===== src/rtl/muldiv_sequencer_if.sv =====
// -----------------------------------------------------------------------------
// muldiv_sequencer_if
//   Request/response bundle between the core and the iterative M-extension
//   sequencer. The core drives the master side; the sequencer is the slave.
//
//   req_valid   core -> seq   request present
//   req_ready   seq  -> core  sequencer can accept a request
//   req_funct3  core -> seq   M-extension funct3 (MUL..REMU)
//   req_a       core -> seq   rs1 operand
//   req_b       core -> seq   rs2 operand
//   kill        core -> seq   abort any in-flight operation
//   resp_valid  seq  -> core  result available
//   resp_ready  core -> seq   core takes the result
//   resp_result seq  -> core  result value
//   busy        seq  -> core  sequencer not idle
// -----------------------------------------------------------------------------
interface muldiv_sequencer_if #(
    parameter int XLEN = 32
);
    logic            req_valid;
    logic            req_ready;
    logic [2:0]      req_funct3;
    logic [XLEN-1:0] req_a;
    logic [XLEN-1:0] req_b;
    logic            kill;
    logic            resp_valid;
    logic            resp_ready;
    logic [XLEN-1:0] resp_result;
    logic            busy;

    modport master (
        output req_valid, req_funct3, req_a, req_b, kill, resp_ready,
        input  req_ready, resp_valid, resp_result, busy
    );

    modport slave (
        input  req_valid, req_funct3, req_a, req_b, kill, resp_ready,
        output req_ready, resp_valid, resp_result, busy
    );
endinterface


===== src/rtl/muldiv_sequencer.sv =====
// -----------------------------------------------------------------------------
// muldiv_sequencer
//   Iterative RV32M multiply/divide unit. One request per operation; a
//   radix-2 shift-add multiplier or restoring divider runs for XLEN cycles,
//   then a single fix-up cycle applies signs and selects the result.
//
//   Ports:
//     clock  in   core clock, rising edge
//     reset  in   asynchronous active-low reset
//     bus    slave modport of muldiv_sequencer_if (request/response handshake,
//            kill, busy)
//
//   Flow: IDLE -> CALC (XLEN cycles) -> FIX -> DONE -> IDLE.
//   Divide-by-zero and signed overflow skip CALC/FIX and go straight to DONE.
//   resp_valid is registered from the DONE state, so it rises one edge after
//   DONE is entered.
// -----------------------------------------------------------------------------
module muldiv_sequencer #(
    parameter int XLEN = 32
) (
    input  logic                clock,
    input  logic                reset,
    muldiv_sequencer_if.slave   bus
);
    localparam int                CNT_W    = $clog2(XLEN);
    localparam logic [CNT_W-1:0]  CNT_LAST = CNT_W'(XLEN - 1);

    localparam logic [2:0] F_MUL    = 3'b000;
    localparam logic [2:0] F_MULH   = 3'b001;
    localparam logic [2:0] F_MULHSU = 3'b010;
    localparam logic [2:0] F_MULHU  = 3'b011;
    localparam logic [2:0] F_DIV    = 3'b100;
    localparam logic [2:0] F_DIVU   = 3'b101;
    localparam logic [2:0] F_REM    = 3'b110;
    localparam logic [2:0] F_REMU   = 3'b111;

    typedef enum logic [1:0] {
        S_IDLE,
        S_CALC,
        S_FIX,
        S_DONE
    } state_t;

    // -------------------------------------------------------------------------
    // Sign helpers
    // -------------------------------------------------------------------------
    function automatic logic [XLEN-1:0] magnitude(input logic [XLEN-1:0] v,
                                                  input logic            is_signed);
        return (is_signed && v[XLEN-1]) ? -v : v;
    endfunction

    function automatic logic [XLEN-1:0] cond_neg(input logic [XLEN-1:0] v,
                                                 input logic            neg);
        return neg ? -v : v;
    endfunction

    function automatic logic [2*XLEN-1:0] cond_neg_wide(input logic [2*XLEN-1:0] v,
                                                        input logic              neg);
        return neg ? -v : v;
    endfunction

    // -------------------------------------------------------------------------
    // State
    // -------------------------------------------------------------------------
    state_t            state_q;
    // Multiply: {product_hi, multiplier/product_lo}. Divide: {remainder, quotient}.
    logic [2*XLEN-1:0] acc_q;
    logic [XLEN-1:0]   opb_q;      // multiplicand or divisor magnitude
    logic [CNT_W-1:0]  cnt_q;
    logic [2:0]        funct3_q;
    logic              neg_q;      // product / quotient must be negated
    logic              rem_neg_q;  // remainder takes the sign of a
    logic              req_ready_q;
    logic              resp_valid_q;
    logic              busy_q;
    logic [XLEN-1:0]   result_q;

    // -------------------------------------------------------------------------
    // Request decode (only meaningful when a request fires)
    // -------------------------------------------------------------------------
    logic            fire_req;
    logic            is_div;
    logic            is_rem;
    logic            a_signed;
    logic            b_signed;
    logic            a_neg;
    logic            b_neg;
    logic [XLEN-1:0] a_mag;
    logic [XLEN-1:0] b_mag;
    logic            div_zero;
    logic            div_ovf;
    logic [XLEN-1:0] special_result;

    assign fire_req = bus.req_valid && req_ready_q;
    assign is_div   = bus.req_funct3[2];
    assign is_rem   = bus.req_funct3[1];

    always_comb begin
        a_signed = 1'b0;
        b_signed = 1'b0;
        case (bus.req_funct3)
            F_MUL, F_MULH, F_DIV, F_REM: begin
                a_signed = 1'b1;
                b_signed = 1'b1;
            end
            F_MULHSU: begin
                a_signed = 1'b1;
                b_signed = 1'b0;
            end
            default: begin
                a_signed = 1'b0;
                b_signed = 1'b0;
            end
        endcase
    end

    assign a_neg = a_signed && bus.req_a[XLEN-1];
    assign b_neg = b_signed && bus.req_b[XLEN-1];
    assign a_mag = magnitude(bus.req_a, a_signed);
    assign b_mag = magnitude(bus.req_b, b_signed);

    assign div_zero = is_div && (bus.req_b == '0);
    // Only the signed divide ops (funct3[0]==0) can overflow: -2^(XLEN-1) / -1.
    assign div_ovf  = is_div && !bus.req_funct3[0]
                      && (bus.req_a == {1'b1, {(XLEN-1){1'b0}}})
                      && (bus.req_b == '1);

    always_comb begin
        special_result = '0;
        if (div_zero) begin
            special_result = is_rem ? bus.req_a : '1;
        end else begin
            special_result = is_rem ? '0 : bus.req_a;
        end
    end

    // -------------------------------------------------------------------------
    // One iteration of the multiply / divide loop
    // -------------------------------------------------------------------------
    logic [XLEN:0]     mul_sum;
    logic [2*XLEN-1:0] mul_next;
    logic [XLEN:0]     div_trial;
    logic [XLEN:0]     div_diff;
    logic [2*XLEN-1:0] div_next;
    logic [2*XLEN-1:0] acc_d;

    // The XLEN+1-bit sum keeps the carry, which becomes the new top bit after
    // the right shift.
    assign mul_sum  = {1'b0, acc_q[2*XLEN-1:XLEN]} + {1'b0, opb_q};
    assign mul_next = acc_q[0] ? {mul_sum, acc_q[XLEN-1:1]}
                               : {1'b0, acc_q[2*XLEN-1:1]};

    // Remainder shifted left with the next dividend bit; bit XLEN of the
    // difference is set exactly when the trial value is below the divisor.
    assign div_trial = {acc_q[2*XLEN-1:XLEN], acc_q[XLEN-1]};
    assign div_diff  = div_trial - {1'b0, opb_q};
    assign div_next  = !div_diff[XLEN]
                       ? {div_diff[XLEN-1:0],  acc_q[XLEN-2:0], 1'b1}
                       : {div_trial[XLEN-1:0], acc_q[XLEN-2:0], 1'b0};

    assign acc_d = funct3_q[2] ? div_next : mul_next;

    // -------------------------------------------------------------------------
    // Sign fix-up and result selection
    // -------------------------------------------------------------------------
    logic [2*XLEN-1:0] prod_signed;
    logic [XLEN-1:0]   fix_d;

    assign prod_signed = cond_neg_wide(acc_q, neg_q);

    always_comb begin
        fix_d = '0;
        case (funct3_q)
            F_MUL:                      fix_d = prod_signed[XLEN-1:0];
            F_MULH, F_MULHSU, F_MULHU:  fix_d = prod_signed[2*XLEN-1:XLEN];
            F_DIV, F_DIVU:              fix_d = cond_neg(acc_q[XLEN-1:0], neg_q);
            F_REM, F_REMU:              fix_d = cond_neg(acc_q[2*XLEN-1:XLEN], rem_neg_q);
            default:                    fix_d = '0;
        endcase
    end

    // -------------------------------------------------------------------------
    // Sequencer FSM with registered outputs
    // -------------------------------------------------------------------------
    always_ff @(posedge clock or negedge reset) begin
        if (!reset) begin
            state_q      <= S_IDLE;
            acc_q        <= '0;
            opb_q        <= '0;
            cnt_q        <= '0;
            funct3_q     <= '0;
            neg_q        <= 1'b0;
            rem_neg_q    <= 1'b0;
            req_ready_q  <= 1'b1;
            resp_valid_q <= 1'b0;
            busy_q       <= 1'b0;
            result_q     <= '0;
        end else if (bus.kill) begin
            // Kill wins over both handshakes; any pending response is dropped.
            state_q      <= S_IDLE;
            req_ready_q  <= 1'b1;
            resp_valid_q <= 1'b0;
            busy_q       <= 1'b0;
        end else begin
            case (state_q)
                S_IDLE: begin
                    if (fire_req) begin
                        funct3_q    <= bus.req_funct3;
                        neg_q       <= a_neg ^ b_neg;
                        rem_neg_q   <= a_neg;
                        cnt_q       <= '0;
                        req_ready_q <= 1'b0;
                        busy_q      <= 1'b1;
                        if (div_zero || div_ovf) begin
                            result_q <= special_result;
                            state_q  <= S_DONE;
                        end else begin
                            // Divide loads the dividend; multiply loads the
                            // multiplier into the low half.
                            acc_q   <= {{XLEN{1'b0}}, (is_div ? a_mag : b_mag)};
                            opb_q   <= is_div ? b_mag : a_mag;
                            state_q <= S_CALC;
                        end
                    end
                end
                S_CALC: begin
                    acc_q <= acc_d;
                    cnt_q <= cnt_q + 1'b1;
                    if (cnt_q == CNT_LAST) begin
                        state_q <= S_FIX;
                    end
                end
                S_FIX: begin
                    result_q <= fix_d;
                    state_q  <= S_DONE;
                end
                S_DONE: begin
                    if (!resp_valid_q) begin
                        resp_valid_q <= 1'b1;
                    end else if (bus.resp_ready) begin
                        resp_valid_q <= 1'b0;
                        req_ready_q  <= 1'b1;
                        busy_q       <= 1'b0;
                        state_q      <= S_IDLE;
                    end
                end
                default: begin
                    state_q <= S_IDLE;
                end
            endcase
        end
    end

    assign bus.req_ready   = req_ready_q;
    assign bus.resp_valid  = resp_valid_q;
    assign bus.resp_result = result_q;
    assign bus.busy        = busy_q;

endmodule


===== src/flat_wrapper.sv =====
// flat-port wrapper written by rule: the top's interface ports become plain ports
module muldiv_sequencer_flat 
#(
    parameter int XLEN = 32
)
  (clock, reset, bus_req_valid, bus_req_funct3, bus_req_a, bus_req_b, bus_kill, bus_resp_ready, bus_req_ready, bus_resp_valid, bus_resp_result, bus_busy);
  muldiv_sequencer_if #(.XLEN(XLEN)) bus_i ();
  input  logic clock;
  input  logic reset;
  input wire logic [$bits(bus_i.req_valid)-1:0] bus_req_valid;
  input wire logic [$bits(bus_i.req_funct3)-1:0] bus_req_funct3;
  input wire logic [$bits(bus_i.req_a)-1:0] bus_req_a;
  input wire logic [$bits(bus_i.req_b)-1:0] bus_req_b;
  input wire logic [$bits(bus_i.kill)-1:0] bus_kill;
  input wire logic [$bits(bus_i.resp_ready)-1:0] bus_resp_ready;
  output wire logic [$bits(bus_i.req_ready)-1:0] bus_req_ready;
  output wire logic [$bits(bus_i.resp_valid)-1:0] bus_resp_valid;
  output wire logic [$bits(bus_i.resp_result)-1:0] bus_resp_result;
  output wire logic [$bits(bus_i.busy)-1:0] bus_busy;
  assign bus_i.req_valid = bus_req_valid;
  assign bus_i.req_funct3 = bus_req_funct3;
  assign bus_i.req_a = bus_req_a;
  assign bus_i.req_b = bus_req_b;
  assign bus_i.kill = bus_kill;
  assign bus_i.resp_ready = bus_resp_ready;
  assign bus_req_ready = bus_i.req_ready;
  assign bus_resp_valid = bus_i.resp_valid;
  assign bus_resp_result = bus_i.resp_result;
  assign bus_busy = bus_i.busy;
  muldiv_sequencer #(.XLEN(XLEN)) u_core (.clock(clock), .reset(reset), .bus(bus_i));
endmodule

===== config.mk =====
export PLATFORM = sky130hd
export DESIGN_NAME = muldiv_sequencer_flat
export DESIGN_NICKNAME = d
export VERILOG_FILES = /design/src/rtl/muldiv_sequencer_if.sv /design/src/rtl/muldiv_sequencer.sv /design/src/flat_wrapper.sv
export SDC_FILE = /design/constraint.sdc
export NUM_CORES = 1
export LEC_CHECK = 0
export ABC_AREA = 1
export BUFFER_PORTS_ARGS = -buffer_cell sky130_fd_sc_hd__buf_2
export CAP_MARGIN = 5
export CORE_AREA = 5 5 177 308
export DETAILED_ROUTE_END_ITERATION = 8
export DIE_AREA = 0 0 182 313
export SYNTH_ARGS = -nofsm -noshare
export SYNTH_HDL_FRONTEND = slang
export SYNTH_SLANG_ARGS = --single-unit

===== constraint.sdc =====
create_clock -name clock -period 2.81 [get_ports clock]
set_clock_uncertainty 0.2 [all_clocks]
set_input_delay 0.562 -clock clock [delete_from_list [all_inputs] [get_ports clock]]
set_output_delay 0.562 -clock clock [all_outputs]
set_load 0.05 [all_outputs]

==> metrics.md <==
| Metric | Value |
|---|---|
| Leak Pwr | `about 13 nW` |
| Most Frequent Cell on Critical Path | `nand2_1` |
| Power share of the clock group | `about 8.6%` |
| Drt first pass iters | `6` |
| CTS Buf Count | `17` |
| Setup crit start | `u_core.acc_q[54]$_DFFE_PN0P_` |
| HPWL Detailed | `83,700 µm` |
| Wire per inst | `about 22 µm` |
| Period minus WS final | `approximately 2.8 ns` |
| Htree depth | `4` |
| Part of the Yosys area used for sequential elements | `a little under a fifth` |
| Synth-to-Final Area Change | `30.1%` |
| Final Cycle Share | `a little over nine tenths` |
| Initial antenna violation count | `1` |
| Cell Pwr Density | `1150 nW/µm²` |
| IO Port Bufs | `106` |
| Logic pwr share | `77.1%` |
| Maximum root-to-sink buffer count | `2` |
| Post-route cell area | `around 25,000 µm²` |
| Post-synth ARST share | `100%` |
| Critical Path RT | `about 3 ns` |
| # DRC | `0` |
| Fin cells | `4,580` |
| Number of nets in the layout | `a little over 4,000` |
| Final Slew Violations | `0` |
| Post-synth EDFFs | `0` |
| DR iter-0 viols | `~2,200` |
| Die X | `approximately 180 µm` |
| Total negative slack | `0 ns` |
| GRT met1 Usage | `approximately a third` |
| Prevailing post-synth register cell | `dfrtp_1` |
| Core Area | `around 52,000 µm²` |
| Global route overflow | `0` |
| Mapped Area | `18,900 µm²` |
| Pint | `about 12 mW` |
| # Max-Cap Violations | `0` |
| Maximum vdd drop | `0.698 mV` |
| Starting density of the core | `between 30% and 40%` |
| I/O pins | `107` |
| Worst-Skew Late Latency | `0.46 ns` |
| Sw Share | `between 50% and 60%` |
| RSZ-0062 raised after global routing | `true` |
| Final hold vios | `0` |
| Worst min-delay path category | `input port to register` |
| Largest net degree at the start of global routing | `roughly 110` |
| Met2 Track Usage GR | `60.1%` |
| CP peak stage delay | `roughly 0.46 ns` |
| Vias in the first global route | `around 24,000` |
| NetSw | `approximately 16 mW` |
| Die area | `about 57,000 µm²` |
| Row count | `roughly 110` |
| Critical-path maximum fanout | `7` |
| Avg Cell Area, Syn | `approximately 5.5 µm²` |
| Power share of the sequential group | `between 10 and 15%` |
| Mean number of vias per cell | `between 5 and 6` |
| CP Capture Type | `register` |
| Clk pin slew, worst setup/hold paths | `0.08 ns` |
| Final setup viols | `0` |
| Hold WS | `0.210 ns` |
| R2R Path Start | `u_core.acc_q[54]$_DFFE_PN0P_` |
| Busiest layer in global routing | `met2` |
| Chip height | `around 310 µm` |
| Routability Congestion | `1.12` |
| ANT nets after route | `0` |
| Root Driver | `clkbuf_16` |
| Rel. slew slack | `29.9%` |
| Power Total | `between 20 and 30 mW` |
| Slowest-stage cell, CP | `dfrtp_1` |
| Status | `finished clean` |
| Total number of vias | `around 25,000` |
| Hold Crit Start | `bus_req_funct3[0]` |
| Most frequent cells in the layout | `nand2_1, buf_4, nor2_1, inv_1, nand3_1` |
| Layout cells sized above 1 | `21.3%` |
| Netlist cell types | `53` |
| Fmax | `around 0.36 GHz` |
| Worst-Margin Slew | `approximately 1.0 ns` |
| Most common cell after layout, fill and taps aside | `nand2_1` |
| Post-Place Cells | `roughly 4,500` |
| Synth Net Count | `approximately 3,600` |
| CP arrival | `2.96 ns` |
| CTS tree | `done` |
| Final-layout fill cell count | `around 5,600` |
| CTS sink cnt | `between 100 and 150` |
| Met3 Usage GRT | `5.14%` |
| Cells after Synth | `around 3,400` |
| Synthesized flop and latch total | `around 140` |
| Top cell family by delay on the critical path | `simple AND/OR/NAND/NOR gates` |
| Startpoint Class | `register` |
| Critical setup path kind | `register to register` |
| Routed WL | `between 100,000 and 150,000 µm` |
| Placement Cell Area | `about 23,000 µm²` |
| Synth warnings | `0` |
| Worst path bufs/invs | `2` |
| CP Cell Sequence | `ha_4 -> a21oi_2 -> nand2_1 -> a21oi_2 -> nor2_2 -> nor2_2 -> buf_6 -> nand3_4 -> nand2_8 -> nand2_1 -> buf_4 -> nand3_1 -> nand3_2 -> nand2_1` |
| GRT Total Usage | `a little over a third` |
| First-pass GRT wire length | `148,000 µm` |
-- sequential cells by signal, summed over array words and instances (netlist names) --
name / cells
u_core.rem_neg_q: 1
u_core.opb_q: 32
u_core.bus.req_ready: 1
u_core.neg_q: 1
u_core.bus.busy: 1
u_core.state_q: 2
u_core.cnt_q: 5
u_core.bus.resp_result: 32
u_core.acc_q: 64
u_core.funct3_q: 3
u_core.bus.resp_valid: 1
-- timing repair --
action / 4_1_cts / 5_1_grt
pin swaps: 0 / 27
endpoints found under the hold margin: 39 / 0
setup endpoints to repair: 31 / 59
gates cloned: 0 / 2
buffers inserted: 2 / 19
gates resized for setup: 24 / 147
hold buffers: 1 / 0
-- final timing paths --
kind / to / slack (ns) / cells after the start
worst max-delay path: u_core.acc_q[57]$_DFFE_PN0P_ / 0.04 / 14
worst min-delay path: u_core.funct3_q[0]$_DFFE_PN0P_ / 0.21 / 3
worst max register to register: u_core.acc_q[57]$_DFFE_PN0P_ / 0.04 / 14
worst min register to register: u_core.bus.resp_result[6]$_DFFE_PN0P_ / 0.28 / 2
max in group asynchronous: u_core.acc_q[42]$_DFFE_PN0P_ / 1.26 / 3
min in group asynchronous: u_core.acc_q[56]$_DFFE_PN0P_ / 0.42 / 2
-- power by group through the flow --
| stage | clock network (mW) | logic (mW) | registers, mW |
|---|---|---|---|
| floorplan | 0 | 10.9 | 4.34 |
| global placement | 0 | 19.9 | 3.96 |
| detailed placement | 0 | 19.9 | 3.97 |
| CTS | 2.44 | 20.3 | 3.94 |
| global route | 2.52 | 23.5 | 4.05 |
| finish | 2.44 | 21.8 | 4.04 |
-- cell families after synthesis --
kind of cell / after synthesis / synth area share [%]
buf+inv: 539 / 11.5
simple gates: 2057 / 45.3
mux: 1 / 0.0529
fa+ha+maj: 77 / 5.17
xor+xnor: 66 / 3.06
flops: 143 / 18.9
compound gates: 550 / 16.0
-- stage by stage --
stage                     setup slack, ns  util, %
after floorplan                     0.331        -
final                              0.0393     47.5
after global routing               -0.123     47.5
after CTS                       -0.000977     46.1
after global placement             -0.247     44.6
after detailed placement           -0.333     44.6
-- layer usage --
layer | up-vias | share of wire, % | wire length [µm]
met4 | 0 | 15 | 15100
met2 | 1216 | 48 | 49000
met3 | 531 | 5.9 | 6100
met1 | 11300 | 32 | 32400
met5 | - | 0 | 0
li1 | 12000 | - | -
-- cells in the mapped netlist, types with 22 or more instances --
cell	count	area share, %
ha_1	75	5.0
o21ai_2	24	1.1
nand2_1	1161	23
dfrtp_1	142	19
nand3_1	343	9.1
nor3_1	22	0.58
nor2_1	418	8.3
o211ai_1	34	1.3
nand4_1	44	1.5
a21oi_1	233	6.2
clkbuf_1	61	1.2
xor2_1	45	2.1
o21ai_0	201	5.3
inv_1	397	7.9
buf_2	31	0.82
-- area by class of cell --
cell class | count | area, µm² | share of cell area, %
diodes | 1 | 2.50 | 0.0102
clock buffers | 17 | 425 | 1.73
repair buffers | 565 | 4160 | 16.9
clock inverters | 15 | 188 | 0.763
well taps | 678 | 848 | 3.45
flip-flops and latches | 143 | 3590 | 14.6
multi-input cells | 2753 | 13800 | 56.3
inverters | 408 | 1540 | 6.25
-- tightest hold or removal path, delay by kind of cell --
family,cells,cell delay (ns)
buf+inv,2,0.18
compound gates,1,0.09
(Power assumes the default switching activity.)
